[src/rtl/mult_div_pkg.sv]
// Shared types for the iterative multiply/divide unit: FSM states, op codes
// and the iteration-counter width helper.
package mult_div_pkg;

   typedef enum logic [1:0] {
      ST_IDLE = 2'd0,
      ST_RUN  = 2'd1,
      ST_FIX  = 2'd2,
      ST_DONE = 2'd3
   } state_t;

   typedef enum logic {
      OP_MUL = 1'b0,
      OP_DIV = 1'b1
   } op_t;

   function automatic int clog2(input int value);
      int r;
      r = 32'sd0;
      for (int v = value - 32'sd1; v > 32'sd0; v = v >>> 1) begin
         r = r + 32'sd1;
      end
      return r;
   endfunction

endpackage

[src/rtl/mult_div_unit_div_step.sv]
// One restoring-division step: shift the next dividend bit into the partial
// remainder and subtract the divisor when it fits.
module div_step #(
   parameter int WIDTH = 32
) (
   input  logic [WIDTH-1:0] rem_in,
   input  logic             dvd_bit,
   input  logic [WIDTH-1:0] divisor,
   output logic [WIDTH-1:0] rem_out,
   output logic             q_bit
);

   logic [WIDTH:0] partial_s;
   logic [WIDTH:0] diff_s;

   assign partial_s = {rem_in, dvd_bit};
   assign diff_s    = partial_s - {1'b0, divisor};
   assign q_bit     = ~diff_s[WIDTH];
   // The remainder stays below the divisor, so WIDTH bits always hold it.
   assign rem_out   = q_bit ? diff_s[WIDTH-1:0] : partial_s[WIDTH-1:0];

endmodule

[src/rtl/mult_div_unit.sv]
// Iterative signed multiply / divide: sign-magnitude shift-add and restoring
// shift-subtract loops, one bit per cycle, with a registered result and flag.
module mult_div_unit
   import mult_div_pkg::*;
#(
   parameter int WIDTH = 32
) (
   input  logic             clock,
   input  logic             reset,
   input  logic             start_mult,
   input  logic             start_div,
   input  logic [WIDTH-1:0] operand_a,
   input  logic [WIDTH-1:0] operand_b,
   output logic [WIDTH-1:0] result,
   output logic             exception,
   output logic             result_rdy,
   output logic             busy
);

   localparam int CNT_W = clog2(WIDTH);
   localparam logic [CNT_W-1:0] CNT_LAST = CNT_W'(WIDTH - 1);

   // |MIN| comes out as the unsigned value 2^(WIDTH-1), which still fits WIDTH bits.
   function automatic logic [WIDTH-1:0] mag(input logic [WIDTH-1:0] x);
      return x[WIDTH-1] ? (~x + {{(WIDTH-1){1'b0}}, 1'b1}) : x;
   endfunction

   state_t             state_r, state_s;
   op_t                op_r;
   logic               start_ok_s;
   logic [CNT_W-1:0]   cnt_r;
   logic               neg_r, dvz_r;
   logic [2*WIDTH-1:0] acc_r, mcand_r;
   logic [WIDTH-1:0]   mplier_r, rem_r, dvd_r, dvs_r;
   logic [WIDTH-1:0]   rem_nxt_s;
   logic               q_bit_s;
   logic [2*WIDTH-1:0] prod_s;
   logic [WIDTH-1:0]   quo_s;
   logic               mul_exc_s, div_exc_s;

   div_step #(.WIDTH(WIDTH)) u_div_step (
      .rem_in  (rem_r),
      .dvd_bit (dvd_r[WIDTH-1]),
      .divisor (dvs_r),
      .rem_out (rem_nxt_s),
      .q_bit   (q_bit_s)
   );

   assign prod_s    = neg_r ? (~acc_r + {{(2*WIDTH-1){1'b0}}, 1'b1}) : acc_r;
   assign quo_s     = neg_r ? (~dvd_r + {{(WIDTH-1){1'b0}}, 1'b1}) : dvd_r;
   assign mul_exc_s = ~((&prod_s[2*WIDTH-1:WIDTH-1]) | ~(|prod_s[2*WIDTH-1:WIDTH-1]));
   // A positive quotient of 2^(WIDTH-1) only arises from MIN / -1.
   assign div_exc_s = ~neg_r & dvd_r[WIDTH-1];

   // FSM state register
   always_ff @(posedge clock) begin
      if (reset) begin
         state_r <= ST_IDLE;
      end else begin
         state_r <= state_s;
      end
   end

   // FSM next-state and start acceptance
   always_comb begin
      state_s    = state_r;
      start_ok_s = 1'b0;
      case (state_r)
         ST_IDLE: begin
            if (start_mult ^ start_div) begin
               state_s    = ST_RUN;
               start_ok_s = 1'b1;
            end else begin
               state_s = ST_IDLE;
            end
         end
         ST_RUN: begin
            if (cnt_r == CNT_LAST) begin
               state_s = ST_FIX;
            end else begin
               state_s = ST_RUN;
            end
         end
         ST_FIX:  state_s = ST_DONE;
         ST_DONE: state_s = ST_IDLE;
         default: state_s = ST_IDLE;
      endcase
   end

   // Datapath iteration and registered outputs
   always_ff @(posedge clock) begin
      if (reset) begin
         result     <= {WIDTH{1'b0}};
         exception  <= 1'b0;
         result_rdy <= 1'b0;
         busy       <= 1'b0;
         op_r       <= OP_MUL;
         cnt_r      <= {CNT_W{1'b0}};
         neg_r      <= 1'b0;
         dvz_r      <= 1'b0;
         acc_r      <= {(2*WIDTH){1'b0}};
         mcand_r    <= {(2*WIDTH){1'b0}};
         mplier_r   <= {WIDTH{1'b0}};
         rem_r      <= {WIDTH{1'b0}};
         dvd_r      <= {WIDTH{1'b0}};
         dvs_r      <= {WIDTH{1'b0}};
      end else begin
         result_rdy <= (state_r == ST_DONE);
         busy       <= (state_s != ST_IDLE);
         case (state_r)
            ST_IDLE: begin
               if (start_ok_s) begin
                  op_r     <= start_div ? OP_DIV : OP_MUL;
                  neg_r    <= operand_a[WIDTH-1] ^ operand_b[WIDTH-1];
                  dvz_r    <= (operand_b == {WIDTH{1'b0}});
                  cnt_r    <= {CNT_W{1'b0}};
                  acc_r    <= {(2*WIDTH){1'b0}};
                  mcand_r  <= {{WIDTH{1'b0}}, mag(operand_a)};
                  mplier_r <= mag(operand_b);
                  rem_r    <= {WIDTH{1'b0}};
                  dvd_r    <= mag(operand_a);
                  dvs_r    <= mag(operand_b);
               end
            end
            ST_RUN: begin
               cnt_r <= cnt_r + CNT_W'(1);
               if (op_r == OP_MUL) begin
                  if (mplier_r[0]) begin
                     acc_r <= acc_r + mcand_r;
                  end
                  mcand_r  <= {mcand_r[2*WIDTH-2:0], 1'b0};
                  mplier_r <= {1'b0, mplier_r[WIDTH-1:1]};
               end else begin
                  rem_r <= rem_nxt_s;
                  dvd_r <= {dvd_r[WIDTH-2:0], q_bit_s};
               end
            end
            ST_FIX: begin
               if (op_r == OP_MUL) begin
                  result    <= prod_s[WIDTH-1:0];
                  exception <= mul_exc_s;
               end else if (dvz_r) begin
                  result    <= {WIDTH{1'b0}};
                  exception <= 1'b1;
               end else begin
                  result    <= quo_s;
                  exception <= div_exc_s;
               end
            end
            ST_DONE: begin
               cnt_r <= {CNT_W{1'b0}};
            end
            default: begin
               cnt_r <= {CNT_W{1'b0}};
            end
         endcase
      end
   end

endmodule

[config.mk]
export PLATFORM = sky130hd
export DESIGN_NAME = mult_div_unit
export DESIGN_NICKNAME = d
export VERILOG_FILES = /design/src/rtl/mult_div_pkg.sv /design/src/rtl/mult_div_unit_div_step.sv /design/src/rtl/mult_div_unit.sv
export SDC_FILE = /design/constraint.sdc
export NUM_CORES = 1
export LEC_CHECK = 0
export ABC_AREA = 1
export CORE_MARGIN = 4
export CORE_UTILIZATION = 64
export CTS_BUF_LIST = sky130_fd_sc_hd__clkbuf_4 sky130_fd_sc_hd__clkbuf_8
export DETAILED_ROUTE_END_ITERATION = 12
export PLACE_DENSITY = 0.87
export SLEW_MARGIN = 20
export SYNTH_ARGS = -nofsm -noshare
export SYNTH_HDL_FRONTEND = slang
export SYNTH_SLANG_ARGS = --single-unit
[constraint.sdc]
create_clock -name clock -period 2.8 [get_ports clock]
set_input_delay 0.56 -clock clock [delete_from_list [all_inputs] [get_ports clock]]
set_output_delay 0.56 -clock clock [all_outputs]
set_load 0.02 [all_outputs]
==> run_results.csv <==
group,metric,value,unit
global_route,grt_pass1_wl,131000,µm
clock_tree,clk_latency,0.68,ns
detailed_routing,ant_nets,0,
yosys,synth_compound_area_frac,0.236,
hold_path,min_path_type,"primary input to register",
place,post-dp-hpwl,62300,µm
critical_path,slowest_stage,"dfxtp_1",
power,vdd_drop_max,638,µV
yosys,synthMuxAreaShare,0,
yosys,synth_cell_types,56,
clock_tree,htreeDepth,2,
detailed_routing,vias,26998,
clock_tree,root_buffer,"clkbuf_8",
sta,fin_crit,2.77,ns
yosys,synth_xor_area_frac,0.0308,
place,dp_cells,4251,
yosys,synth_top_area_cell,"dfxtp_1",
clock_tree,clock-sinks,301,
power,totalPowerFinal,13100,µW
floorplanning,io-pin-count,103,
global_route,grt_pass1_vias,25330,
power,clkPwrFrac,0.360,
power,p_comb_frac,0.270,
yosys,synth_top_family_by_area,"simple AND/OR/NAND/NOR gates",
sta,setup_viol,0,
sta,finalHoldViolCount,0,
power,power.leakage,0.0121,µW
clock_tree,cts_hold_buf,0,
yosys,synthArstFlopShare,0,
yosys,synth_area,22700,µm²
global_route,globalRouteMet3Util,0.106,
critical_path,crit_type,"register to register",
global_route,gr-usage-met2,0.627,
cells_and_area,final_common_cell,"nand2_1",
floorplanning,start_util,0.653,
clock_tree,cts-buffers-inserted,52,
floorplanning,die-area,38600,µm²
yosys,synth_seq_cells,301,
cells_and_area,antenna_cells,0,
critical_path,end_kind,"register",
cells_and_area,drive_gt1_frac,0.0913,
place,gp_congestion,1.10,
yosys,synthAdderAreaFrac,0.0574,
yosys,synth_edf_count,0,
power,p_switching,4650,µW
cells_and_area,layout_common_cells,"nand2_1 (828), a21oi_1 (476), nor2_1 (448), inv_1 (428), dfxtp_1 (291)",
critical_path,crit_arrival,3.28,ns
sta,whs,0.300,ns
global_route,top_usage_layer,"met2",
cells_and_area,syn2layout_area_growth,15.5,%
detailed_routing,drt-pass1-iter-count,7,
yosys,yosys_warnings,0,
sta,tightest_slew,0.691,ns
sta,rsz0062_at_grt,"true",
critical_path,path_cells,"ha_1 -> a21oi_1 -> o21ai_0 -> a21oi_1 -> buf_4 -> nand2_1 -> nand3_1 -> nand2_1 -> or2_2 -> nand2_1 -> a21oi_1",
floorplanning,die_w,196,µm
cells_and_area,stdcell_count,4353,
power,power_density,501,nW/µm²
floorplanning,die_h,196,µm
floorplanning,row_count,68,
yosys,syn-instance-count,3704,
clock_tree,clock_path_buffers,3,
flow_run,cap_violations,0,
sta,maxSlewViolCount,0,
power,p_int,8500,µW
yosys,synth_fp_nets,3875,
sta,finalCritPeriodShare,0.988,
sta,slew_headroom,0.537,
sta,fin_skew,0.0482,ns
global_route,grt_max_degree,104,
detailed_routing,wl,83600,µm
clock_tree,tritoncts,"built",
yosys,syn-mean-instance-area,6.14,µm²
detailed_routing,drt_iter0_drc,3372,
detailed_routing,drc,0,
yosys,synth_area_leaders,"dfxtp_1 (27%), nand2_1 (14%), a21oi_1 (11%)",
critical_path,critPathMaxStageDelay,0.50,ns
critical_path,crit_required,3.32,ns
critical_path,startpoint_type,"register",
floorplanning,core_area,34800,µm²
detailed_routing,wl_per_cell,19.2,µm
power,switching_share,0.354,
yosys,ys_seq_area_frac,0.265,
power,power_frac_seq,0.370,
place,port-buffer-count,102,
global_route,met1_usage,0.539,
global_route,grt_antenna_before_repair,0,
detailed_routing,vias_per_cell,6.20,
place,detailedPlace.worstSlack,-0.172,ns
sta,setup_slack,0.0334,ns
yosys,synth_flop_cell,"dfxtp_1",
global_route,grt_use_total,0.414,
global_route,grt_overflow,0,
clock_tree,path_clk_slew,0.07,ns
yosys,synth-simple-area-share,0.313,
yosys,synth_top_area_frac,0.265,
run_status,outcome,"complete, no violations",
sta,fmax,361,MHz
cells_and_area,final_nets,4028,
critical_path,path_max_fanout,5,
## final timing paths
| check | cells past startpoint | to | slack, ns | startpoint |
|---|---|---|---|---|
| max | 11 | acc_r[59] | 0.03 | mcand_r[22] |
| min | 2 | rem_r[23] | 0.30 | reset |
| max reg2reg | 11 | acc_r[59] | 0.03 | mcand_r[22] |
| min reg2reg | 2 | mcand_r[34] | 0.46 | mcand_r[33] |
## Yosys cell counts, types with 5 or more instances
master,instances
a21boi_0,5
or2_2,30
nor3_1,40
nand3b_1,25
buf_2,23
xor2_1,60
o211ai_1,59
nand3_1,203
nand2_2,9
o21bai_1,12
a21oi_1,480
clkbuf_1,95
nor3_2,6
nand2_1,840
nor2_1,453
nand4_1,40
o21a_1,7
nor2_2,16
xnor2_1,20
o21ai_2,9
dfxtp_1,301
o31ai_1,6
a211oi_1,8
a221oi_1,29
a21o_1,20
inv_1,430
ha_1,101
o21ai_0,262
o21ai_1,18
nor4_1,8
nand3_2,5
o22ai_1,17
a31oi_1,27
## per-stage QoR
step / area (µm²) / setup TNS, ns / util
floorplan: 22700 / 0 / -
global placement: 24800 / -0.374 / 0.713
detailed placement: 24800 / -2.49 / 0.713
CTS: 26100 / 0 / 0.749
global route: 26300 / -0.288 / 0.755
finish: 26300 / 0 / 0.755
## worst max-delay path: cells and delay by family, from the launching register on
family / cells / cell delay [ns]
compound gates: 4 / 0.74
flops: 1 / 0.50
buf+inv: 1 / 0.17
fa+ha+maj: 1 / 0.35
simple gates: 5 / 0.86
## power by group through the flow
stage	Combinational, µW	Clock (µW)	Sequential (µW)
finish	3550	4730	4870
global route	3880	4920	4880
CTS	3360	4710	4850
detailed placement	3310	0	4930
global placement	3210	0	4920
floorplan	2340	0	4800
## cell families after synthesis
kind of cell	count (synthesis)
compound gates	966
xor+xnor	80
fa+ha+maj	103
buf+inv	569
flops	301
simple gates	1685
## sequential cells by signal, indices dropped and copies added, names as in the netlist, 5 cells and up
name / cells
cnt_r: 5
rem_r: 32
dvd_r: 32
mcand_r: 64
acc_r: 64
dvs_r: 32
result: 32
mplier_r: 32
## repair_timing
action	4_1_cts	5_1_grt
setup buffers	0	7
cloned	0	0
setup endpoints to repair	7	53
gates resized for setup	4	55
pin swaps	1	10
## metal layers
layer  part of all wire  wire length [µm]
met5                  0                 0
met4              0.065              5400
met3               0.13             11000
met2               0.42             35200
met1               0.38             32000
## cell type report
class,instances,area [µm²]
multi-input combinational,2834,14600
fill,2796,8540
sequential,301,6040
timing repair buffer,232,2150
inverter,436,1640
clock buffer,81,1040
tap,455,569
clock inverter,14,179
Power figures use the tool's default switching activity.
